===== config.mk =====
export PLATFORM = sky130hd
export DESIGN_NAME = run_limited_serializer_flat
export DESIGN_NICKNAME = d
export VERILOG_FILES = /design/src/rtl/run_limited_serializer_pkg.sv /design/src/rtl/run_limited_serializer_if.sv /design/src/rtl/run_limited_serializer_run_tracker.sv /design/src/rtl/run_limited_serializer.sv /design/src/flat_wrapper.sv
export SDC_FILE = /design/constraint.sdc
export NUM_CORES = 1
export LEC_CHECK = 0
export BUFFER_PORTS_ARGS = -buffer_cell sky130_fd_sc_hd__buf_2
export CAP_MARGIN = 40
export CORE_ASPECT_RATIO = 0.7
export CORE_UTILIZATION = 40
export CTS_BUF_LIST = sky130_fd_sc_hd__clkbuf_8
export CTS_CLUSTER_SIZE = 40
export DETAILED_ROUTE_END_ITERATION = 10
export PLACE_DENSITY = 0.71
export SLEW_MARGIN = 0
export SYNTH_ARGS = -nofsm -noshare
export SYNTH_HDL_FRONTEND = slang
export SYNTH_HIERARCHICAL = 1
export SYNTH_SLANG_ARGS = --single-unit

===== constraint.sdc =====
create_clock -name Clk -period 2.3 [get_ports Clk]
set_input_delay 0.46 -clock Clk [delete_from_list [all_inputs] [get_ports Clk]]
set_output_delay 0.46 -clock Clk [all_outputs]
set_load 0.005 [all_outputs]

===== src/rtl/run_limited_serializer_pkg.sv =====
// Shared types and default parameters for the run-limited serializer.
package ser_pkg;

   localparam int DATA_W_DEF   = 8;
   localparam int RUN_MAX_DEF  = 3;
   localparam int MARK_LEN_DEF = 4;

   typedef enum logic [1:0] {
      IDLE  = 2'd0,
      DATA  = 2'd1,
      STUFF = 2'd2,
      MARK  = 2'd3
   } ser_state_t;

   // The marker must be the only run longer than RUN_MAX, so RUN_MAX < MARK_LEN.
   function automatic bit params_ok(input int run_max, input int mark_len);
      return (run_max >= 1) && (run_max < mark_len);
   endfunction

endpackage


===== src/rtl/run_limited_serializer_if.sv =====
// Request/serial-output bundle between a word source and the serializer.
interface run_limited_serializer_if #(
   parameter int DATA_W = ser_pkg::DATA_W_DEF
);
   logic [DATA_W-1:0] data_in;
   logic              data_valid;
   logic              mark_req;
   logic              data_ready;
   logic              w;
   logic              w_valid;
   logic              busy;

   modport master (
      output data_in, data_valid, mark_req,
      input  data_ready, w, w_valid, busy
   );

   modport slave (
      input  data_in, data_valid, mark_req,
      output data_ready, w, w_valid, busy
   );
endinterface


===== src/rtl/run_limited_serializer_run_tracker.sv =====
// Tracks the last emitted stream bit and the length of the current run of equal bits.
module run_tracker
   import ser_pkg::*;
#(
   parameter int RUN_MAX  = RUN_MAX_DEF,
   parameter int MARK_LEN = MARK_LEN_DEF
) (
   input  logic Clk,
   input  logic reset,
   input  logic bit_in,
   input  logic bit_en,
   input  logic force_load,
   output logic last_bit,
   output logic need_stuff
);

   localparam int RUN_W = $clog2(MARK_LEN + 1);

   logic             last_bit_q, last_bit_d;
   logic [RUN_W-1:0] run_q, run_d;

   always_comb begin
      last_bit_d = last_bit_q;
      run_d      = run_q;
      if (force_load) begin
         last_bit_d = bit_in;
         run_d      = RUN_W'(1);
      end else if (bit_en) begin
         last_bit_d = bit_in;
         if (bit_in != last_bit_q) begin
            run_d = RUN_W'(1);
         end else if (run_q < RUN_W'(RUN_MAX)) begin
            run_d = run_q + RUN_W'(1);
         end
      end
   end

   always_ff @(posedge Clk or posedge reset) begin
      if (reset) begin
         last_bit_q <= 1'b0;
         run_q      <= '0;
      end else begin
         last_bit_q <= last_bit_d;
         run_q      <= run_d;
      end
   end

   assign last_bit   = last_bit_q;
   assign need_stuff = (run_q == RUN_W'(RUN_MAX));

endmodule


===== src/rtl/run_limited_serializer.sv =====
// MSB-first word serializer with complement bit stuffing and a frame marker.
// state | meaning
// IDLE  | no stream bit on w; data_ready high, accepts marker or word
// DATA  | w carries a data bit from the shift register
// STUFF | w carries the complement stuff bit after RUN_MAX equal bits
// MARK  | w carries marker ones, then the terminating zero
module run_limited_serializer
   import ser_pkg::*;
#(
   parameter int DATA_W   = DATA_W_DEF,
   parameter int RUN_MAX  = RUN_MAX_DEF,
   parameter int MARK_LEN = MARK_LEN_DEF
) (
   input  logic                     Clk,
   input  logic                     reset,
   run_limited_serializer_if.slave  bus
);

   localparam int BL_W = $clog2(DATA_W + 1);
   localparam int MC_W = $clog2(MARK_LEN + 1);

   if (!params_ok(RUN_MAX, MARK_LEN)) begin : g_param_check
      $error("run_limited_serializer: RUN_MAX must be in 1..MARK_LEN-1");
   end

   ser_state_t        state_q, state_d;
   logic [DATA_W-1:0] shreg_q, shreg_d;
   logic [BL_W-1:0]   bits_left_q, bits_left_d;
   logic [MC_W-1:0]   mark_cnt_q, mark_cnt_d;
   logic              w_q, w_d;
   logic              w_valid_q, w_valid_d;
   logic              busy_q, busy_d;

   logic              trk_bit, trk_en, trk_load;
   logic              last_bit, need_stuff;
   logic              launch_data;

   run_tracker #(
      .RUN_MAX  (RUN_MAX),
      .MARK_LEN (MARK_LEN)
   ) u_trk (
      .Clk        (Clk),
      .reset      (reset),
      .bit_in     (trk_bit),
      .bit_en     (trk_en),
      .force_load (trk_load),
      .last_bit   (last_bit),
      .need_stuff (need_stuff)
   );

   // state_q names the kind of bit currently on w; each edge launches the next bit.
   always_comb begin
      state_d     = state_q;
      shreg_d     = shreg_q;
      bits_left_d = bits_left_q;
      mark_cnt_d  = mark_cnt_q;
      w_d         = w_q;
      w_valid_d   = 1'b0;
      trk_bit     = 1'b0;
      trk_en      = 1'b0;
      trk_load    = 1'b0;
      launch_data = 1'b0;

      case (state_q)
         IDLE: begin
            if (bus.mark_req) begin
               state_d    = MARK;
               w_d        = 1'b1;
               w_valid_d  = 1'b1;
               mark_cnt_d = MC_W'(MARK_LEN);
            end else if (bus.data_valid) begin
               state_d     = DATA;
               w_d         = bus.data_in[DATA_W-1];
               w_valid_d   = 1'b1;
               shreg_d     = bus.data_in << 1;
               bits_left_d = BL_W'(DATA_W - 1);
               trk_bit     = bus.data_in[DATA_W-1];
               trk_en      = 1'b1;
            end
         end
         DATA: begin
            if (need_stuff) begin
               state_d   = STUFF;
               w_d       = ~last_bit;
               w_valid_d = 1'b1;
               trk_bit   = ~last_bit;
               trk_load  = 1'b1;
            end else if (bits_left_q != '0) begin
               launch_data = 1'b1;
            end else begin
               state_d = IDLE;
            end
         end
         STUFF: begin
            if (bits_left_q != '0) begin
               launch_data = 1'b1;
            end else begin
               state_d = IDLE;
            end
         end
         MARK: begin
            if (mark_cnt_q == '0) begin
               state_d = IDLE;
            end else begin
               // Count 1 launches the terminator; the tracker restarts on that zero.
               w_d        = (mark_cnt_q != MC_W'(1));
               w_valid_d  = 1'b1;
               mark_cnt_d = mark_cnt_q - MC_W'(1);
               if (mark_cnt_q == MC_W'(1)) begin
                  trk_bit  = 1'b0;
                  trk_load = 1'b1;
               end
            end
         end
         default: state_d = IDLE;
      endcase

      if (launch_data) begin
         state_d     = DATA;
         w_d         = shreg_q[DATA_W-1];
         w_valid_d   = 1'b1;
         shreg_d     = shreg_q << 1;
         bits_left_d = bits_left_q - BL_W'(1);
         trk_bit     = shreg_q[DATA_W-1];
         trk_en      = 1'b1;
      end

      busy_d = (state_d != IDLE);
   end

   always_ff @(posedge Clk or posedge reset) begin
      if (reset) begin
         state_q     <= IDLE;
         shreg_q     <= '0;
         bits_left_q <= '0;
         mark_cnt_q  <= '0;
         w_q         <= 1'b0;
         w_valid_q   <= 1'b0;
         busy_q      <= 1'b0;
      end else begin
         state_q     <= state_d;
         shreg_q     <= shreg_d;
         bits_left_q <= bits_left_d;
         mark_cnt_q  <= mark_cnt_d;
         w_q         <= w_d;
         w_valid_q   <= w_valid_d;
         busy_q      <= busy_d;
      end
   end

   assign bus.w          = w_q;
   assign bus.w_valid    = w_valid_q;
   assign bus.busy       = busy_q;
   assign bus.data_ready = (state_q == IDLE) && !reset;

endmodule

===== src/flat_wrapper.sv =====
// flat-port wrapper written by rule: the top's interface ports become plain ports
module run_limited_serializer_flat import ser_pkg::*;
#(
   parameter int DATA_W   = DATA_W_DEF,
   parameter int RUN_MAX  = RUN_MAX_DEF,
   parameter int MARK_LEN = MARK_LEN_DEF
)
  (Clk, reset, bus_data_in, bus_data_valid, bus_mark_req, bus_data_ready, bus_w, bus_w_valid, bus_busy);
  run_limited_serializer_if #(.DATA_W(DATA_W)) bus_i ();
  input  logic Clk;
  input  logic reset;
  input wire logic [$bits(bus_i.data_in)-1:0] bus_data_in;
  input wire logic [$bits(bus_i.data_valid)-1:0] bus_data_valid;
  input wire logic [$bits(bus_i.mark_req)-1:0] bus_mark_req;
  output wire logic [$bits(bus_i.data_ready)-1:0] bus_data_ready;
  output wire logic [$bits(bus_i.w)-1:0] bus_w;
  output wire logic [$bits(bus_i.w_valid)-1:0] bus_w_valid;
  output wire logic [$bits(bus_i.busy)-1:0] bus_busy;
  assign bus_i.data_in = bus_data_in;
  assign bus_i.data_valid = bus_data_valid;
  assign bus_i.mark_req = bus_mark_req;
  assign bus_data_ready = bus_i.data_ready;
  assign bus_w = bus_i.w;
  assign bus_w_valid = bus_i.w_valid;
  assign bus_busy = bus_i.busy;
  run_limited_serializer #(.DATA_W(DATA_W), .RUN_MAX(RUN_MAX), .MARK_LEN(MARK_LEN)) u_core (.Clk(Clk), .reset(reset), .bus(bus_i));
endmodule

==> summary.txt, run 1 <==
core box area - 3540 sq um
Final ANT Viol Nets - 0
CTS tree - yes
Initial Util - 41.8%
io pins - 16
Port Buffers - 15
Synth area leaders - dfrtp_1 39%, ha_1 9.3%, nand2_1 5.6%
first-pass GRT wire length - 5.36 mm
area growth from synthesis to layout - 18.3%
proportion of synthesized chip area in sequential cells - 39.0%
Crit. End Element - flip-flop
full die area - 3940 sq um
worst skew pair latency - 0.26 ns
total grt overflow - 0
fin crit period - 2.17 ns
CTS Root Cell - clkbuf_8
Slew Limit Headroom - 49.4%
LEAKAGE - 0.803 nW
die width - 74.6 microns
asr flop ratio synth - 100%
Die H - 52.9 microns
number of fill cells - 335
Max clock buf depth - 2
H-tree lvl count - 1
Setup Slack @ Placement - 0.138 ns
R2R depth - 9
Worst IR Drop VDD - 803 uV
number of flops mapped to enable cells by yosys - 0
total power - 2.64 mW
Via density - 5.24
CP endpoint - u_core/u_trk/run_q[1]
vias in the first global route - 1080
layout cells sized above 1 - 26.8%
CP required - 2.45 ns
Setup Viol. Count Final - 0
DP HPWL - 2.37 mm
Avg Cell Area, Syn - 8.90 sq um
Worst Path Arrival - 2.32 ns
DR iter-0 viols - 94
Peak Freq - 462 MHz
total global-route track usage - 18.4%
routability cong. - 0.835
post-synthesis cell type count - 46
Tcrit/Tclk final - 94.2%
setup slack, reg-to-reg - 0.13 ns
row count - 18
synthesis-stage register bit count - 23
Cells after DPL - 234
Remaining DRCs - 0
initial antenna violation count - 0
largest net degree at the start of global routing - 20
final WL - 3.14 mm
max-slew violation count - 0
drt wl/cell - 13.1 microns
CP Max Fanout - 5
CTS Buf Count - 3
Post-Synthesis Cells - 166
total power divided by cell area - 1510 nW/um^2
Cell Area, Synth - 1480 sq um
Syn Nets - 189
CTS clk-pin slew, worst paths - 0.07 ns
area share of the largest cell type after synthesis - 39.0%
Cell Count, Final, Fillers Out - 240
ant diodes - 0
status - completed
Slew @ Worst Pin - 0.759 ns
Setup WS post-layout - 0.134 ns
Reg2Reg Capture Point - u_core/u_trk/run_q[1]
CP Class - reg2reg
Pre-antenna DRT Iters - 4
Max-Cap Viols - 0
Synth Flop Type - dfrtp_1
Final nets - 214
class of the worst hold path - in2async
Synth area leader - dfrtp_1
crit path from - u_core/u_trk/run_q[1]
Via Count - 1258
Synth Warn # - 6
Final Hold Viols - 0
FF-to-FF Start - u_core/u_trk/run_q[1]
Max Clock Skew - 0.0100 ns
clock sink count - 23
crit path launch type - flip-flop
==> state kept, by name, summed over array words and instances, names as in the netlist <==
signal / flops
u_core/u_trk/run_q: 3
u_core/bus.w_valid: 1
u_core/shreg_q: 7
u_core/bus.busy: 1
u_core/state_q: 2
u_core/bus.w: 1
u_core/mark_cnt_q: 3
u_core/bits_left_q: 4
u_core/u_trk/last_bit: 1
==> synth_stat cells, types with 3 or more instances <==
| cell | instances |
|---|---|
| inv_1 | 13 |
| dfrtp_1 | 23 |
| a31oi_1 | 6 |
| nand2_1 | 22 |
| nand2b_1 | 6 |
| a21oi_1 | 7 |
| ha_1 | 11 |
| nor2_1 | 14 |
| clkbuf_1 | 3 |
| nor2b_1 | 3 |
| o21ai_0 | 10 |
==> cells in the final DEF, fill, tap and decap left out, drive strengths merged, types with 2 or more instances in the layout <==
cell type	n
nor2	14
nand2b	6
nor3	2
nand2	23
buf	27
ha	11
nor2b	3
a31oi	6
dfrtp	23
o211ai	3
a31o	2
a21oi	7
mux2i	2
nor3b	2
clkbuf	3
mux2	2
a221oi	3
nor4	2
nand3	2
o21ai	12
inv	13
and2	2
a21o	2
or2b	2
==> how the worst min path moves through the flow <==
stage | startpoint | endpoint | slack (ns) | cells after the start
floorplan | reset | u_core/u_trk/last_bit | 0.23 | 1
global placement | reset | u_core/u_trk/run_q[0] | 0.36 | 2
detailed placement | reset | u_core/u_trk/run_q[1] | 0.37 | 2
CTS | reset | u_core/u_trk/run_q[1] | 0.08 | 2
global route | reset | u_core/u_trk/run_q[1] | 0.09 | 2
finish | reset | u_core/u_trk/run_q[0] | 0.08 | 2
==> layout make-up <==
cell class | instances | area (sq um) | area share (%)
clock buffer | 3 | 41.3 | 2.36
clock inverter | 1 | 5.00 | 0.286
inverter | 13 | 48.8 | 2.79
multi-input combinational | 123 | 850 | 48.6
sequential | 23 | 576 | 32.9
tap | 50 | 62.6 | 3.58
timing repair buffer | 27 | 165 | 9.45
==> cell families after synthesis <==
logic type	Yosys count	share of synthesized area [%]
AOI/OAI and AO/OA	43	19.9
xor gates and xnor gates	1	1.10
adders and majority gates	11	9.31
buffers and inverters	20	6.27
DFF	23	38.9
muxes	4	2.88
and+or+nand+nor	64	21.6
==> stage by stage <==
stage	hold WS [ns]	utilization [%]	instance area, sq um	setup TNS, ns
floorplan	0.226	-	1480	0
global placement	0.364	46.7	1650	0
detailed placement	0.366	46.7	1650	0
CTS	0.0780	48.0	1700	0
global route	0.0904	49.4	1750	-0.00895
finish	0.0845	49.4	1750	0
==> timing repair <==
action / CTS / global route
hold buffers: 0 / 0
endpoints found under the setup margin: 0 / 3
resized for setup: 0 / 10
setup buffers: 0 / 2
endpoints found under the hold margin: 0 / 0
==> power by group <==
| group | internal (mW) | leakage [nW] | switching, mW |
|---|---|---|---|
| Sequential | 0.608 | 0.270 | 0.134 |
| Combinational | 0.767 | 0.508 | 0.884 |
| Clock | 0.121 | 0.0255 | 0.128 |
| Total | 1.50 | 0.803 | 1.15 |
==> routing by layer <==
| metal | routed length, microns | track usage, % | part of all wire, % |
|---|---|---|---|
| met1 | 1680 | 31.2 | 54 |
| met2 | 1260 | 22.8 | 40 |
| met3 | 184 | 4.57 | 5.9 |
| met4 | 6 | 1.89 | 0.19 |
| met5 | 0 | 0 | 0 |
==> worst max-delay path: stages, from the launching register on <==
cell and delay (ns):
dfrtp_1 0.37, ha_2 0.21, ha_4 0.15, and2b_2 0.24, o211ai_4 0.24, nor2_1 0.07
a21oi_2 0.20, xor2_2 0.27, o21ai_1 0.09, a31o_1 0.22
Power figures use the tool's default switching activity.
==> inputs of run 2 (changes only) <==
--- a/config.mk
+++ b/config.mk
@@ -13,6 +13,7 @@
 export CTS_CLUSTER_SIZE = 40
 export DETAILED_ROUTE_END_ITERATION = 10
 export PLACE_DENSITY = 0.71
+export REMOVE_ABC_BUFFERS = 1
 export SLEW_MARGIN = 0
 export SYNTH_ARGS = -nofsm -noshare
 export SYNTH_HDL_FRONTEND = slang
==> run 2 against run 1 <==
Worst hold slack worse by 0.016 ns. Utilization down 0.85 points. Routed wire length is 2.4% lower. Sequential power barely moved. Critical path type unchanged. Largest cell class unchanged.
==> summary.txt, run 2 (same netlist as run 1, synthesis figures left out) <==
status - completed
commonest non-fill, non-tap cell in the layout - dfrtp_1
full die area - 3940 sq um
CP required - 2.46 ns
Design Area, Final - 1720 sq um
DP HPWL - 2.22 mm
largest net degree at the start of global routing - 28
worst skew pair latency - 0.27 ns
Worst Path Arrival - 2.43 ns
total power divided by cell area - 1510 nW/um^2
core box area - 3540 sq um
Buf/Inv on CP - 0
fin crit period - 2.27 ns
WHS - 0.0684 ns
Die H - 52.9 microns
Hold-fix buffers, CTS - 0
Setup Slack @ Placement - 0.0939 ns
CP delay by family, top - compound AO/OA/AOI/OAI gates
Initial Util - 41.8%
ant diodes - 0
row count - 18
Port Buffers - 15
Largest register FFs - 7
first-pass GRT wire length - 4.90 mm
CTS tree - yes
total global-route track usage - 17.1%
max-slew violation count - 0
CTS clk-pin slew, worst paths - 0.08 ns
initial antenna violation count - 0
drt wl/cell - 12.9 microns
critical path's largest stage delay - 0.40 ns
Regs by FF count - u_core/shreg_q (7), u_core/bits_left_q (4)
DR iter-0 viols - 66
Remaining DRCs - 0
Crit. End Element - flip-flop
area growth from synthesis to layout - 16.3%
Largest Register - u_core/shreg_q
setup slack, reg-to-reg - 0.03 ns
CP Class - reg2reg
final WL - 3.06 mm
Final Hold Viols - 0
LEAKAGE - 0.793 nW
io pins - 16
worst-path cell chain - ha_2, ha_4, and2b_2, o211ai_4, nor2_1, a21oi_2, xor2_2, o21ai_1, a31o_1
Worst IR Drop VDD - 730 uV
Peak Freq - 441 MHz
Max Clock Skew - 0.00340 ns
layout cells sized above 1 - 23.0%
Via Count - 1190
Slew Limit Headroom - 51.8%
vias in the first global route - 1019
H-tree lvl count - 1
Max-Cap Viols - 0
Setup Viol. Count Final - 0
Pre-antenna DRT Iters - 4
total power - 2.59 mW
CP Max Fanout - 5
Slew @ Worst Pin - 0.723 ns
class of the worst hold path - in2async
Slowest-stage cell, CP - dfrtp_1
die width - 74.6 microns
most frequent cells in the layout - 23 x dfrtp_1, 22 x nand2_1, 15 x buf_2, 14 x nor2_1, 13 x inv_1
Final nets - 211
total grt overflow - 0
Setup WS post-layout - 0.0341 ns
clock sink count - 23
Max clock buf depth - 2
Final ANT Viol Nets - 0
placed instance area - 1630 sq um
crit path launch type - flip-flop
Final TNS setup - 0 ns
CTS Buf Count - 3
routability cong. - 0.940
Via density - 5.02
CTS Root Cell - clkbuf_8
Tcrit/Tclk final - 98.5%
run 2: what timing repair did:
action                                  CTS  global route
gates resized for setup                   0             7
endpoints found under the setup margin    0             4
setup buffers                             0             1
run 2: area by class of cell:
| class | count | area, sq um |
|---|---|---|
| multi-input combinational | 123 | 838 |
| sequential | 23 | 576 |
| timing repair buffer | 24 | 146 |
| inverter | 13 | 48.8 |
| clock inverter | 1 | 5.00 |
| clock buffer | 3 | 41.3 |
| fill | 351 | 1820 |
| tap | 50 | 62.6 |
run 2: layer usage:
layer	up-vias	GRT usage [%]	routed length (microns)
li1	615	-	-
met1	536	25.7	1640
met2	34	23.9	1250
met3	5	4.76	153
met4	0	3.77	23
met5	-	0	0
run 2: final timing paths:
check / cells past startpoint / end / start
setup / recovery: 9 / u_core/u_trk/run_q[1] / u_core/u_trk/run_q[1]
hold / removal: 2 / u_core/u_trk/last_bit / reset
min in group Clk: 3 / u_core/shreg_q[1] / bus_data_in[0]
hold reg to reg: 1 / u_core/bits_left_q[2] / u_core/bits_left_q[2]
setup reg to reg: 9 / u_core/u_trk/run_q[1] / u_core/u_trk/run_q[1]
max in group asynchronous: 2 / u_core/shreg_q[3] / reset
run 2: where the power goes:
part	leakage (nW)	total, mW	internal [mW]	switching [mW]
Combinational	0.498	1.60	0.739	0.857
Clock	0.0255	0.252	0.121	0.131
Sequential	0.270	0.740	0.608	0.132
Total	0.793	2.59	1.47	1.12
run 2: stage by stage:
| step | cells | utilization [%] |
|---|---|---|
| global route | 237 | 48.6 |
| global placement | 232 | 46.1 |
| detailed placement | 232 | 46.1 |
| floorplan | 159 | - |
| finish | 237 | 48.6 |
| CTS | 236 | 47.5 |
==> inputs of run 3 (changes only) <==
--- a/config.mk
+++ b/config.mk
@@ -12,6 +12,7 @@
 export CTS_BUF_LIST = sky130_fd_sc_hd__clkbuf_8
 export CTS_CLUSTER_SIZE = 40
 export DETAILED_ROUTE_END_ITERATION = 10
+export MAX_ROUTING_LAYER = met4
 export PLACE_DENSITY = 0.71
 export REMOVE_ABC_BUFFERS = 1
 export SLEW_MARGIN = 0
==> run 3 against run 2 <==
Clock power about the same. Die area unchanged. Global-route usage up 0.46 points. Utilization unchanged. First-iteration DRC count up 4.5%. Sequential share of layout area unchanged. Clock skew up 0.0014 ns. Cell count unchanged. Sequential power about the same. Fmax up 0.93%. Routed wire length down 0.36%. Critical path type unchanged.
==> summary.txt, run 3 (same netlist as run 1, synthesis figures left out) <==
status - completed
placed instance area - 1630 sq um
DP HPWL - 2.22 mm
crit path from - u_core/u_trk/run_q[1]
ant diodes - 0
met3 wire length - 144 microns
fin util - 48.6%
R2R depth - 9
Crit. End Element - flip-flop
worst skew pair latency - 0.27 ns
CP endpoint - u_core/u_trk/run_q[1]
commonest non-fill, non-tap cell in the layout - dfrtp_1
Port Buffers - 15
crit path launch type - flip-flop
Initial Util - 41.8%
DR iter-0 viols - 69
Max clock buf depth - 2
largest net degree at the start of global routing - 28
Design Area, Final - 1720 sq um
CP Max Fanout - 5
Peak Freq - 445 MHz
die width - 74.6 microns
M1 WL - 1.64 mm
Worst IR Drop VDD - 731 uV
CP Class - reg2reg
Final ANT Viol Nets - 0
Via density - 4.99
number of fill cells - 351
area growth from synthesis to layout - 16.3%
total power - 2.59 mW
io pins - 16
Via Count - 1183
highest metal used - met4
core box area - 3540 sq um
layout cells sized above 1 - 23.0%
Slew @ Worst Pin - 0.722 ns
Regs by FF count - u_core/shreg_q (7), u_core/bits_left_q (4)
max-slew violation count - 0
Max-Cap Viols - 0
fin crit period - 2.25 ns
final WL - 3.05 mm
CTS Buf Count - 3
clock sink count - 23
CTS clk-pin slew, worst paths - 0.08 ns
initial antenna violation count - 0
Setup Viol. Count Final - 0
total global-route track usage - 17.6%
Largest Register - u_core/shreg_q
Die H - 52.9 microns
full die area - 3940 sq um
total grt overflow - 0
Worst Path Arrival - 2.41 ns
Remaining DRCs - 0
Pre-antenna DRT Iters - 4
FF-to-FF Start - u_core/u_trk/run_q[1]
row count - 18
LEAKAGE - 0.793 nW
class of the worst hold path - in2async
Final Hold Viols - 0
Reg2Reg Capture Point - u_core/u_trk/run_q[1]
Slew Limit Headroom - 51.8%
Tcrit/Tclk final - 97.6%
vias in the first global route - 1019
routed wl met2 - 1.24 mm
most frequent cells in the layout - 23 x dfrtp_1, 22 x nand2_1, 15 x buf_2, 14 x nor2_1, 13 x inv_1
total power divided by cell area - 1500 nW/um^2
Final nets - 211
setup slack, reg-to-reg - 0.05 ns
CTS tree - yes
Max Clock Skew - 0.00482 ns
CP required - 2.46 ns
CTS Root Cell - clkbuf_8
H-tree lvl count - 1
drt wl/cell - 12.9 microns
first-pass GRT wire length - 4.89 mm
Largest register FFs - 7
routability cong. - 0.957
run 3: cell type report:
| cell class | instances | area, sq um | share of cell area [%] |
|---|---|---|---|
| multi-input combinational | 123 | 838 | 48.8 |
| sequential | 23 | 576 | 33.5 |
| timing repair buffer | 24 | 146 | 8.52 |
| tap | 50 | 62.6 | 3.64 |
| inverter | 13 | 48.8 | 2.84 |
| clock buffer | 3 | 41.3 | 2.40 |
| clock inverter | 1 | 5.00 | 0.291 |
run 3: worst max-delay path, stage by stage (launching register included):
cell and delay [ns]:
dfrtp_1 0.40, ha_2 0.22, ha_4 0.14, and2b_2 0.25
o211ai_4 0.24, nor2_1 0.09, a21oi_2 0.21, xor2_2 0.26
o21ai_1 0.11, a31o_1 0.22
run 3: how the worst min path moves through the flow:
stage               startpoint               endpoint  slack (ns)  depth (start not counted)
global placement         reset  u_core/u_trk/last_bit        0.37                          2
CTS                      reset  u_core/u_trk/run_q[2]        0.07                          2
floorplan                reset  u_core/u_trk/last_bit        0.23                          1
global route             reset  u_core/u_trk/last_bit        0.07                          2
finish                   reset  u_core/u_trk/last_bit        0.07                          2
detailed placement       reset  u_core/u_trk/last_bit        0.37                          2
run 3: metrics by stage:
stage | setup slack [ns] | instances | hold slack (ns) | setup TNS [ns]
after floorplan | -0.238 | 159 | 0.226 | -0.544
after global placement | 0.143 | 232 | 0.366 | 0
after detailed placement | 0.0939 | 232 | 0.366 | 0
after CTS | 0.0872 | 236 | 0.0695 | 0
after global routing | -0.0380 | 237 | 0.0711 | -0.0922
final | 0.0549 | 237 | 0.0681 | 0
run 3: routing by layer:
metal | track usage, % | up-vias
met3 | 4.76 | 5
li1 | - | 615
met2 | 23.9 | 31
met4 | 3.77 | 0
met1 | 25.7 | 532
met5 | - | -
run 3: where the power goes:
part	internal, mW	switching [mW]
logic	0.739	0.855
clock network	0.121	0.130
registers	0.608	0.132
run 3: timing repair:
action / in CTS / in global routing
hold buffers: 0 / 0
buffers inserted: 0 / 1
resized for setup: 0 / 7
setup endpoints to repair: 0 / 4
